--- src/rtl/mem_arb_pkg.sv ---
// Shared definitions for the unified memory-port arbiter.
//   arb_state_t    : arbiter FSM states
//   ADDR_FOLD_MASK : clears byte-address bit 22 so the 0x0040_0000 text
//                    segment lands on word index 0
//   WORD_SHIFT     : byte address to word index shift
//   REQ_IF/REQ_LS  : requester identifiers used for grant and ack steering
package mem_arb_pkg;

  typedef enum logic [1:0] {
    IDLE   = 2'd0,
    ACCESS = 2'd1,
    RESP   = 2'd2
  } arb_state_t;

  localparam logic [31:0] ADDR_FOLD_MASK = 32'hFFBF_FFFF;
  localparam int          WORD_SHIFT     = 2;

  localparam logic REQ_IF = 1'b0;
  localparam logic REQ_LS = 1'b1;

endpackage

--- src/rtl/addr_xlate.sv ---
// Byte-address to word-index translation for the memory port.
//   byte_addr  : MIPS byte address of the granted requester
//   word_idx   : folded, shifted word index (upper bits zero)
//   misaligned : high when the byte address is not word aligned
module addr_xlate
  import mem_arb_pkg::*;
#(
  parameter int ADDR_WIDTH = 32
) (
  input  logic [ADDR_WIDTH-1:0] byte_addr,
  output logic [ADDR_WIDTH-1:0] word_idx,
  output logic                  misaligned
);

  logic [ADDR_WIDTH-1:0] fold_mask;

  assign fold_mask  = ADDR_WIDTH'(ADDR_FOLD_MASK);
  assign word_idx   = (byte_addr & fold_mask) >> WORD_SHIFT;
  assign misaligned = |byte_addr[1:0];

endmodule

--- src/rtl/mem_port_arbiter.sv ---
// Arbitrates instruction-fetch and load/store requests onto one
// word-addressed memory port with a fixed read latency.
//   clk, reset                  : clock, synchronous active-high reset
//   if_req/if_addr              : fetch request, held until if_ack
//   if_ack/if_rdata/if_err      : one-cycle completion, fetched word, misalign flag
//   ls_req/ls_we/ls_addr/ls_wdata : load/store request, held until ls_ack
//   ls_ack/ls_rdata/ls_err      : one-cycle completion, load data, misalign flag
//   mem_en/mem_we/mem_addr/mem_wdata : memory access strobe, write enable, word index, data
//   mem_rdata                   : read data, valid MEM_LATENCY cycles after mem_en
//   busy                        : high whenever the arbiter is not idle
// Every output is a flop; requests only influence outputs one edge later.
module mem_port_arbiter
  import mem_arb_pkg::*;
#(
  parameter int ADDR_WIDTH  = 32,
  parameter int DATA_WIDTH  = 32,
  parameter int MEM_LATENCY = 1
) (
  input  logic                  clk,
  input  logic                  reset,
  input  logic                  if_req,
  input  logic [ADDR_WIDTH-1:0] if_addr,
  output logic                  if_ack,
  output logic [DATA_WIDTH-1:0] if_rdata,
  output logic                  if_err,
  input  logic                  ls_req,
  input  logic                  ls_we,
  input  logic [ADDR_WIDTH-1:0] ls_addr,
  input  logic [DATA_WIDTH-1:0] ls_wdata,
  output logic                  ls_ack,
  output logic [DATA_WIDTH-1:0] ls_rdata,
  output logic                  ls_err,
  output logic                  mem_en,
  output logic                  mem_we,
  output logic [ADDR_WIDTH-1:0] mem_addr,
  output logic [DATA_WIDTH-1:0] mem_wdata,
  input  logic [DATA_WIDTH-1:0] mem_rdata,
  output logic                  busy
);

  localparam int                CNT_W    = (MEM_LATENCY < 1) ? 1 : $clog2(MEM_LATENCY + 1);
  localparam logic [CNT_W-1:0]  CNT_LOAD = CNT_W'(MEM_LATENCY);

  arb_state_t            state, state_next;
  logic [CNT_W-1:0]      cnt;
  logic                  last_grant;
  logic                  grant_id;

  logic                  grant_vld;
  logic                  grant_sel;
  logic [ADDR_WIDTH-1:0] sel_addr;
  logic [ADDR_WIDTH-1:0] word_idx;
  logic                  misaligned;
  logic                  access_done;

  logic                  mem_en_d;
  logic                  busy_d;
  logic                  ack_d;
  logic                  ack_id_d;
  logic                  err_d;
  logic [DATA_WIDTH-1:0] rdata_d;
  logic                  load_mem;

  // Grant selection: a tie goes to whichever side was not served last.
  always_comb begin
    grant_vld = if_req | ls_req;
    grant_sel = REQ_IF;
    if (if_req && ls_req) begin
      grant_sel = (last_grant == REQ_LS) ? REQ_IF : REQ_LS;
    end else if (ls_req) begin
      grant_sel = REQ_LS;
    end
    sel_addr = (grant_sel == REQ_LS) ? ls_addr : if_addr;
  end

  addr_xlate #(
    .ADDR_WIDTH (ADDR_WIDTH)
  ) u_xlate (
    .byte_addr  (sel_addr),
    .word_idx   (word_idx),
    .misaligned (misaligned)
  );

  // The counter reaches zero in the cycle mem_rdata becomes valid.
  assign access_done = (state == ACCESS) && (cnt == '0);

  // ---- state register ----
  always_ff @(posedge clk) begin
    if (reset) begin
      state      <= IDLE;
      cnt        <= '0;
      last_grant <= REQ_IF;
      grant_id   <= REQ_IF;
    end else begin
      state <= state_next;
      if (state == IDLE && grant_vld) begin
        last_grant <= grant_sel;
        grant_id   <= grant_sel;
        cnt        <= CNT_LOAD;
      end else if (state == ACCESS && cnt != '0) begin
        cnt <= cnt - CNT_W'(1);
      end
    end
  end

  // ---- next-state logic ----
  always_comb begin
    state_next = state;
    case (state)
      IDLE:    if (grant_vld) state_next = misaligned ? RESP : ACCESS;
      ACCESS:  if (access_done) state_next = RESP;
      RESP:    state_next = IDLE;
      default: state_next = IDLE;
    endcase
  end

  // ---- output logic (next values of the registered outputs) ----
  always_comb begin
    mem_en_d = 1'b0;
    busy_d   = (state_next != IDLE);
    ack_d    = 1'b0;
    ack_id_d = grant_id;
    err_d    = 1'b0;
    rdata_d  = '0;
    load_mem = 1'b0;
    case (state)
      IDLE: begin
        ack_id_d = grant_sel;
        if (grant_vld) begin
          if (misaligned) begin
            ack_d = 1'b1;
            err_d = 1'b1;
          end else begin
            mem_en_d = 1'b1;
            load_mem = 1'b1;
          end
        end
      end
      ACCESS: begin
        if (access_done) begin
          ack_d   = 1'b1;
          // Stores return zero; the port's read data is meaningless for them.
          rdata_d = mem_we ? '0 : mem_rdata;
        end
      end
      default: ;
    endcase
  end

  // ---- output registers ----
  always_ff @(posedge clk) begin
    if (reset) begin
      if_ack    <= 1'b0;
      if_rdata  <= '0;
      if_err    <= 1'b0;
      ls_ack    <= 1'b0;
      ls_rdata  <= '0;
      ls_err    <= 1'b0;
      mem_en    <= 1'b0;
      mem_we    <= 1'b0;
      mem_addr  <= '0;
      mem_wdata <= '0;
      busy      <= 1'b0;
    end else begin
      mem_en <= mem_en_d;
      busy   <= busy_d;
      if_ack <= ack_d && (ack_id_d == REQ_IF);
      ls_ack <= ack_d && (ack_id_d == REQ_LS);
      // rdata/err only change with their own ack and hold otherwise.
      if (ack_d && ack_id_d == REQ_IF) begin
        if_rdata <= rdata_d;
        if_err   <= err_d;
      end
      if (ack_d && ack_id_d == REQ_LS) begin
        ls_rdata <= rdata_d;
        ls_err   <= err_d;
      end
      // Port address/data stay stable for the whole access; fetches never write.
      if (load_mem) begin
        mem_addr  <= word_idx;
        mem_we    <= (grant_sel == REQ_LS) && ls_we;
        mem_wdata <= (grant_sel == REQ_LS) ? ls_wdata : '0;
      end
    end
  end

endmodule
--- config.mk ---
export PLATFORM = sky130hd
export DESIGN_NAME = mem_port_arbiter
export DESIGN_NICKNAME = d
export VERILOG_FILES = /design/src/rtl/mem_arb_pkg.sv /design/src/rtl/addr_xlate.sv /design/src/rtl/mem_port_arbiter.sv
export SDC_FILE = /design/constraint.sdc
export NUM_CORES = 1
export LEC_CHECK = 0
export ABC_AREA = 1
export BUFFER_PORTS_ARGS = -buffer_cell sky130_fd_sc_hd__buf_2
export CAP_MARGIN = 20
export CORE_MARGIN = 4
export CORE_UTILIZATION = 49
export DETAILED_ROUTE_END_ITERATION = 6
export PLACE_DENSITY = 0.82
export SETUP_SLACK_MARGIN = 0.15
export SLEW_MARGIN = 40
export SYNTH_ARGS = -nofsm -noshare
export SYNTH_HDL_FRONTEND = slang
export SYNTH_HIERARCHICAL = 1
export SYNTH_SLANG_ARGS = --single-unit
--- constraint.sdc ---
create_clock -name clk -period 3.9 [get_ports clk]
set_clock_uncertainty 0.15 [all_clocks]
set_input_delay 0.195 -clock clk [delete_from_list [all_inputs] [get_ports clk]]
set_output_delay 0.195 -clock clk [all_outputs]
set_load 0.03 [all_outputs]
## Yosys cells after proc, flatten, opt, wreduce, memory -nomap -nowiden

Cells that the tools add are included.

- Register bits: 136
- Input port bits: 133
- Output and inout bits: 135
- Logic and storage cells: 53

- Add/sub/neg operators: 1
- Equality and inequality tests: 1
- Mux-type cells: 23
- Bitwise gates (word level): 3
- Reductions and logical operators: 11

Operator list:

| operator | number |
|---|---|
| $mux 32 | 5 |
| $mux 1 | 13 |
| $logic_and 1x1->1 | 7 |
| $mux 2 | 3 |
| $pmux 2 s2 | 1 |
| $reduce_bool 2->1 | 2 |
| $eq 2x1->1 const B | 1 |
| $logic_not 2->1 | 1 |
| $not 1->1 | 2 |
| $pmux 1 s2 | 1 |
| $reduce_or 2->1 | 1 |
| $or 1x1->1 | 1 |
| $sub 1x1->1 const B | 1 |

## Depth between registers and ports, before layout

Gate-level depths: netlist of the first run.

- Depth after elaboration: 8
- Gate-level depth with buffers: 15

## Modules after synthesis

Netlist of the first run, hierarchy kept.

Modules (own cells, without submodules):

| module | instances | cells an instance | area an instance (um2) | sequential area each (um2) |
|---|---|---|---|---|
| mem_port_arbiter | 1 | 868 | 5,831.8 | 2,782.7 |
| addr_xlate | 1 | 36 | 255.2 | 0.0 |

## Least setup slack after synthesis of the first run

Ideal clock, no wire load.

- Path kind: register to register
- Start point: reg, netlist name grant_id
- End point: reg mem_we
- Library setup time: 122 ps
- Arrival time: 1,807 ps
- Setup slack: 1,822 ps
- Cell stages (with the launch flop): 14
- Path buffers: 3
- Clock period less this slack: 2,078 ps
- Cell sequence: dfxtp_1 nand2_1 nand2_2 clkinv_1 clkbuf_1 nand2_1 nand2_1 inv_1 nand2_1 nand3b_1 buf_2 buf_4 nand3_1 o21ai_0

RTL lines:

| what | RTL line | source |
|---|---|---|
| to (signal assigned) | mem_port_arbiter.sv:181 | `mem_we <= (grant_sel == REQ_LS) && ls_we;` |
| to (decl) | mem_port_arbiter.sv:34 | `output logic mem_we,` |

## Worst setup path after layout of the first run

- Start point: reg grant_id
- End point: reg ls_rdata[5]

- Word-level cells in the longest chain between the ends: 8
- Elaborated cells on any way between the ends: 9

Ends and longest elaborated chain:

| what | RTL line | source |
|---|---|---|
| from (decl) | mem_port_arbiter.sv:47 | `logic grant_id;` |
| from (signal assigned) | mem_port_arbiter.sv:98 | `grant_id <= grant_sel;` |
| $mux 1 (2 in a row) | n/a |  |
| $mux 32 | n/a |  |
| net sel_addr[1] | mem_port_arbiter.sv:51 | `logic [ADDR_WIDTH-1:0] sel_addr;` |
| $reduce_or 2->1 | n/a |  |
| net misaligned | mem_port_arbiter.sv:53 | `logic misaligned;` |
| $mux 1 (2 in a row) | n/a |  |
| $pmux 1 s2 | n/a |  |
| $logic_and 1x1->1 | mem_port_arbiter.sv:174 | `if (ack_d && ack_id_d == REQ_LS) begin` |
| to (signal assigned) | mem_port_arbiter.sv:175 | `ls_rdata <= rdata_d;` |
| to (decl) | mem_port_arbiter.sv:31 | `output logic [DATA_WIDTH-1:0] ls_rdata,` |

The timed path passes the listed nets, and every way through them passes these cells.
A chain may end at the register's enable or synchronous reset.

==> impl_metrics.toml, run 1 <==
[finish]
area_growth_pct = 40.8
final_cell_area_um2 = 8550
final_cell_mix = "nand2_1, buf_2, dfxtp_1"
final_common_cell = "nand2_1"
final_nets = 1319
drive_above_1_share_pct = 26.5
final_util_pct = 70.9

[worst_setup_path]
path_common_cell = "nand2_1"
required_ns = 4.05
setup.worst_path.start = "grant_id"
critPathSlowestCell = "nand2_2"
startpoint_type = "register"
cp-endpoint = "ls_rdata[5]"
max_stage_delay_ns = 0.50
r2r-start = "grant_id"
crit_arrival_ns = 3.30
r2r_slack_ns = 0.75
r2r-end = "ls_rdata[5]"
cp.depth = 13
crit_fanout = 45
crit_type = "reg2reg"
crit_path_cell_trace = "nand2_1 -> nand2_2 -> clkinv_1 -> nand2_1 -> nand2_1 -> inv_1 -> nand2_1 -> nand3_2 -> nand2_4 -> nand2_2 -> inv_2 -> nor2_1 -> nor2_1"
reg2regPathDepth = 13
critPathTopFamily = "simple AND/OR/NAND/NOR gates"
cp-end-kind = "register"
critPathBufInv = 3

[sta]
finalSetupViolCount = 0
rsz0062_at_grt = "no"
finalCritPeriodShare_pct = 80.9
fmax_mhz = 317
fin_tns_setup_ns = 0
hold_violations = 0
tightest_slew_ns = 0.744
relSlewSlack_pct = 50.4
fin_crit_ns = 3.15
finalMaxSlewViolations = 0

[power]
cellInternalPower_uw = 2960
power_frac_seq_pct = 36.9
leakage_uw = 0.00451
peakVddDrop_uv = 350
power_density_nw_per_um2 = 520
p_clk_share_pct = 36.4
p_comb_share_pct = 26.6
p_switching_uw = 1480
swShare_pct = 33.3

[clock_tree]
cts.sinks = 139
cts_tree = "yes"
numCtsBuffers = 17
post_cts.repair.setup_buffers = 0
worstSkewPairLatency_ns = 0.41
clock-root-buffer = "clkbuf_16"
hold_buffers = 81
clock_path_buffers = 2
cts.htree.levels = 4
path_clk_slew_ns = 0.06
cts_resized = 0

[drt]
vias_per_cell = 5.20
ant_nets = 0
vias = 7120
wl_mm = 22.8
drt_first_iter_violations = 745
dr.pass1.iters = 6
drc = 0
wl_per_cell_um = 16.6

[synthesis]
syn_area_um2 = 6080
yosysWarnings = 6
avgSynthCellArea_um2 = 6.74
syn-instance-count = 901

[floorplan]
dieWidth_um = 119
dieArea_um2 = 14200
initial_utilization_pct = 50.4
die_h_um = 119
ios = 268
core_area_um2 = 12100
rows = 40

[placed_design]
place_congestion = 0.832
portBuffers = 265
hpwl_mm = 13.2
dpl-instance-area_um2 = 7140

[min_path]
hp-class = "in2reg"

[outcome]
status = "finished clean"

[grt]
grt.overflow.total = 0
grt_pass1_wl_mm = 35.1
grt_usage_pct = 31.1
grt_pass1_vias = 6942
antenna_found_initial = 3
grt_max_degree = 73

[job]
cap_violations = 0
[power groups by stage]
stage                     clock network, uW  logic [uW]  registers [uW]
after floorplan                           0         530            1950
after global placement                    0        1060            1660
after detailed placement                  0        1070            1670
after CTS                              1630        1160            1640
after global routing                   1700        1280            1660
final                                  1620        1180            1640
[tightest hold or removal path, stage by stage]
cell	delay, ns
buf_2	0.10
nand2_1	0.05
nand2_1	0.06
nand2_1	0.06
a21oi_1	0.06
[routing by layer]
metal / up-vias / global-route usage (%) / share of wire (%)
li1: 3302 / - / -
met3: 101 / 8.55 / 9.4
met5: - / 0 / 0.048
met1: 3220 / 33.2 / 34
met2: 495 / 55.3 / 51
met4: 2 / 17.2 / 5.6
[final cells by class]
cell class	instances	area, um^2
clock buffers	20	447
repair buffers	352	2180
flip-flops and latches	139	2780
diodes	3	7.51
clock inverters	12	148
well taps	168	210
multi-input cells	619	2560
fillers	959	3510
inverters	57	214
[registers in the layout (all words and copies together) (netlist names), 2 cells and up]
name and count:
ls_rdata 32, state 2, mem_addr 32, mem_wdata 32
if_rdata 32
[per-stage QoR]
| step | setup slack [ns] | total power (uW) | instances | hold WS, ns |
|---|---|---|---|---|
| 2_1_floorplan | 1.82 | 2480 | 903 | 0.188 |
| 3_3_place_gp | 0.932 | 2730 | 1254 | 0.295 |
| 3_5_place_dp | 0.866 | 2740 | 1254 | 0.300 |
| 4_1_cts | 0.835 | 4420 | 1367 | 0.00270 |
| 5_1_grt | 0.419 | 4650 | 1369 | 0.0213 |
| 6_report | 0.745 | 4450 | 1370 | 0.0152 |
[how the worst min path moves through the flow]
stage                           start      endpoint  slack, ns  cells past startpoint
after global placement    ls_wdata[5]  mem_wdata[5]       0.29                      3
after floorplan           ls_wdata[0]  mem_wdata[0]       0.19                      2
after CTS                 ls_addr[13]  mem_addr[11]      0.003                      5
after global routing      if_addr[16]  mem_addr[14]       0.02                      5
final                     ls_addr[23]  mem_addr[21]       0.02                      5
after detailed placement  ls_wdata[2]  mem_wdata[2]       0.30                      3
Power figures use the tool's default switching activity.
==> inputs of run 2 (changes only) <==
CORE_UTILIZATION = 43   (was 49)
PLACE_DENSITY = 0.77   (was 0.82)
clock period = 2.5 ns   (was 3.9 ns; I/O delays follow)
==> run 2 against run 1 <==
Net effect: power is 56% higher; utilization is 5.0 points lower; sequential share of layout area is 2.1 points lower; design area is 6.9% higher; sequential power is 57% higher; first-iteration DRC count is 15% lower; final cell count is 4.7% higher; setup slack worse by 0.45 ns; flip-flop and latch count stayed put; wire length is 3.3% lower; clock power is 49% higher.
==> impl_metrics.toml, run 2 (same netlist as run 1, synthesis figures left out) <==
[sta]
hold_violations = 0
rsz0062_at_grt = "no"
holdWs_ns = 0.310
fmax_mhz = 453
fin_crit_ns = 2.21
fin_tns_setup_ns = 0
finalSetupViolCount = 0
relSlewSlack_pct = 48.3
finalMaxSlewViolations = 0
tightest_slew_ns = 0.776
finalCritPeriodShare_pct = 88.2

[placed_design]
portBuffers = 265
hpwl_mm = 12.3
place_congestion = 0.822

[worst_setup_path]
crit_fanout = 15
crit_type = "in2reg"
reg2regPathDepth = 12
r2r-end = "mem_addr[4]"
required_ns = 2.69
setup.worst_path.start = "if_req"
cp-end-kind = "register"
startpoint_type = "primary input"
r2r-start = "grant_id"
crit_arrival_ns = 2.39
r2r_slack_ns = 0.34
cp-endpoint = "mem_addr[4]"

[floorplan]
initial_utilization_pct = 43.8
dieWidth_um = 127
core_area_um2 = 13900
ios = 268
rows = 43
dieArea_um2 = 16100
die_h_um = 127

[power]
peakVddDrop_uv = 683
p_total_uw = 6930
p_clk_share_pct = 34.8
swShare_pct = 34.0
p_comb_share_pct = 28.2
cellInternalPower_uw = 4580
p_switching_uw = 2350
leakage_uw = 0.00476
power_density_nw_per_um2 = 758
power_frac_seq_pct = 37.0

[finish]
seqCellArea_um2 = 2780
final_nets = 1376
num_antenna_cells = 0
drive_above_1_share_pct = 26.5
area_growth_pct = 50.5
final_util_pct = 65.9
multi_input_area_um2 = 2570
final_cell_mix = "nand2_1, buf_2, dfxtp_1"
final_common_cell = "nand2_1"
n_fill_cell = 1107

[grt]
grt_pass1_wl_mm = 34.5
grt.overflow.total = 0
grt_max_degree = 73
grt_usage_pct = 26.5
grt_pass1_vias = 6954
antenna_found_initial = 0

[drt]
wl_per_cell_um = 15.3
drt_first_iter_violations = 633
wl_mm = 22.0
vias_per_cell = 4.92
drc = 0
dr.pass1.iters = 7
ant_nets = 0
vias = 7060

[clock_tree]
cts.sinks = 139
clock-root-buffer = "clkbuf_16"
cts.htree.levels = 4
worstSkewPairLatency_ns = 0.42
cts_tree = "yes"
numCtsBuffers = 17
path_clk_slew_ns = 0.06
clock_path_buffers = 2

[outcome]
status = "finished clean"

[job]
cap_violations = 0

[min_path]
hp-class = "reg2reg"
## run 2: cell types whose count changed in the layout (fill, tap and decap cells not counted), moves of 2 or more
cell / previous run / this run
buf_12: 0 / 3
buf_4: 6 / 13
bufinv_16: 3 / 1
clkbuf_1: 2 / 0
clkbuf_8: 1 / 3
clkinvlp_4: 2 / 4
diode_2: 3 / 0
dlygate4sd3_1: 81 / 127
## run 2: repair_timing
item | in CTS | in global routing
resized for setup | 0 | 5
setup buffers | 0 | 1
endpoints found under the hold margin | 126 | 0
hold buffers | 127 | 0
setup endpoints to repair | 0 | 94
## run 2: area by class of cell
type | instances | share of cell area, %
clock inverters | 11 | 1.04
clock buffers | 20 | 5.11
multi-input cells | 619 | 28.1
well taps | 180 | 2.46
repair buffers | 409 | 30.4
inverters | 57 | 2.38
flip-flops and latches | 139 | 30.5
## run 2: per-stage QoR
step           setup slack (ns)  instances  area (um^2)
6_report                  0.295       1435         9140
5_1_grt                   0.174       1435         9140
4_1_cts                   0.271       1433         9090
3_5_place_dp              0.316       1275         7260
3_3_place_gp              0.363       1275         7260
2_1_floorplan             0.422        903         6080
## run 2: per-layer routing
layer  GRT usage [%]  vias to the layer above  part of all wire, %
met5               0                        -                    0
met4            13.3                        0                  4.0
met3            8.08                       81                   10
met2            45.6                      436                   49
met1            29.6                     3132                   37
li1                -                     3411                    -
## run 2: how the worst min path moves through the flow
stage,start,end,cells past startpoint
finish,mem_wdata[2],mem_wdata[2],2
global route,mem_wdata[6],mem_wdata[6],2
CTS,ls_addr[0],if_err,9
detailed placement,ls_wdata[8],mem_wdata[8],3
global placement,ls_wdata[3],mem_wdata[3],3
floorplan,ls_wdata[0],mem_wdata[0],2
## run 2: critical path: stages
cell           delay (ns)
dlygate4sd3_1        0.57
buf_2                0.14
nand2_2              0.08
nand2_4              0.11
clkinvlp_4           0.14
nand2_1              0.10
nand2_1              0.06
inv_1                0.07
nand2_1              0.11
nand3b_1             0.30
inv_2                0.18
clkbuf_16            0.19
nand2_1              0.06
a21oi_1              0.15
## run 2: power by group through the flow
stage,sequential (uW),combinational (uW),clock [uW]
floorplan,3040,827,0
global placement,2590,1690,0
detailed placement,2600,1710,0
CTS,2560,1900,2420
global route,2590,2130,2540
finish,2570,1950,2410
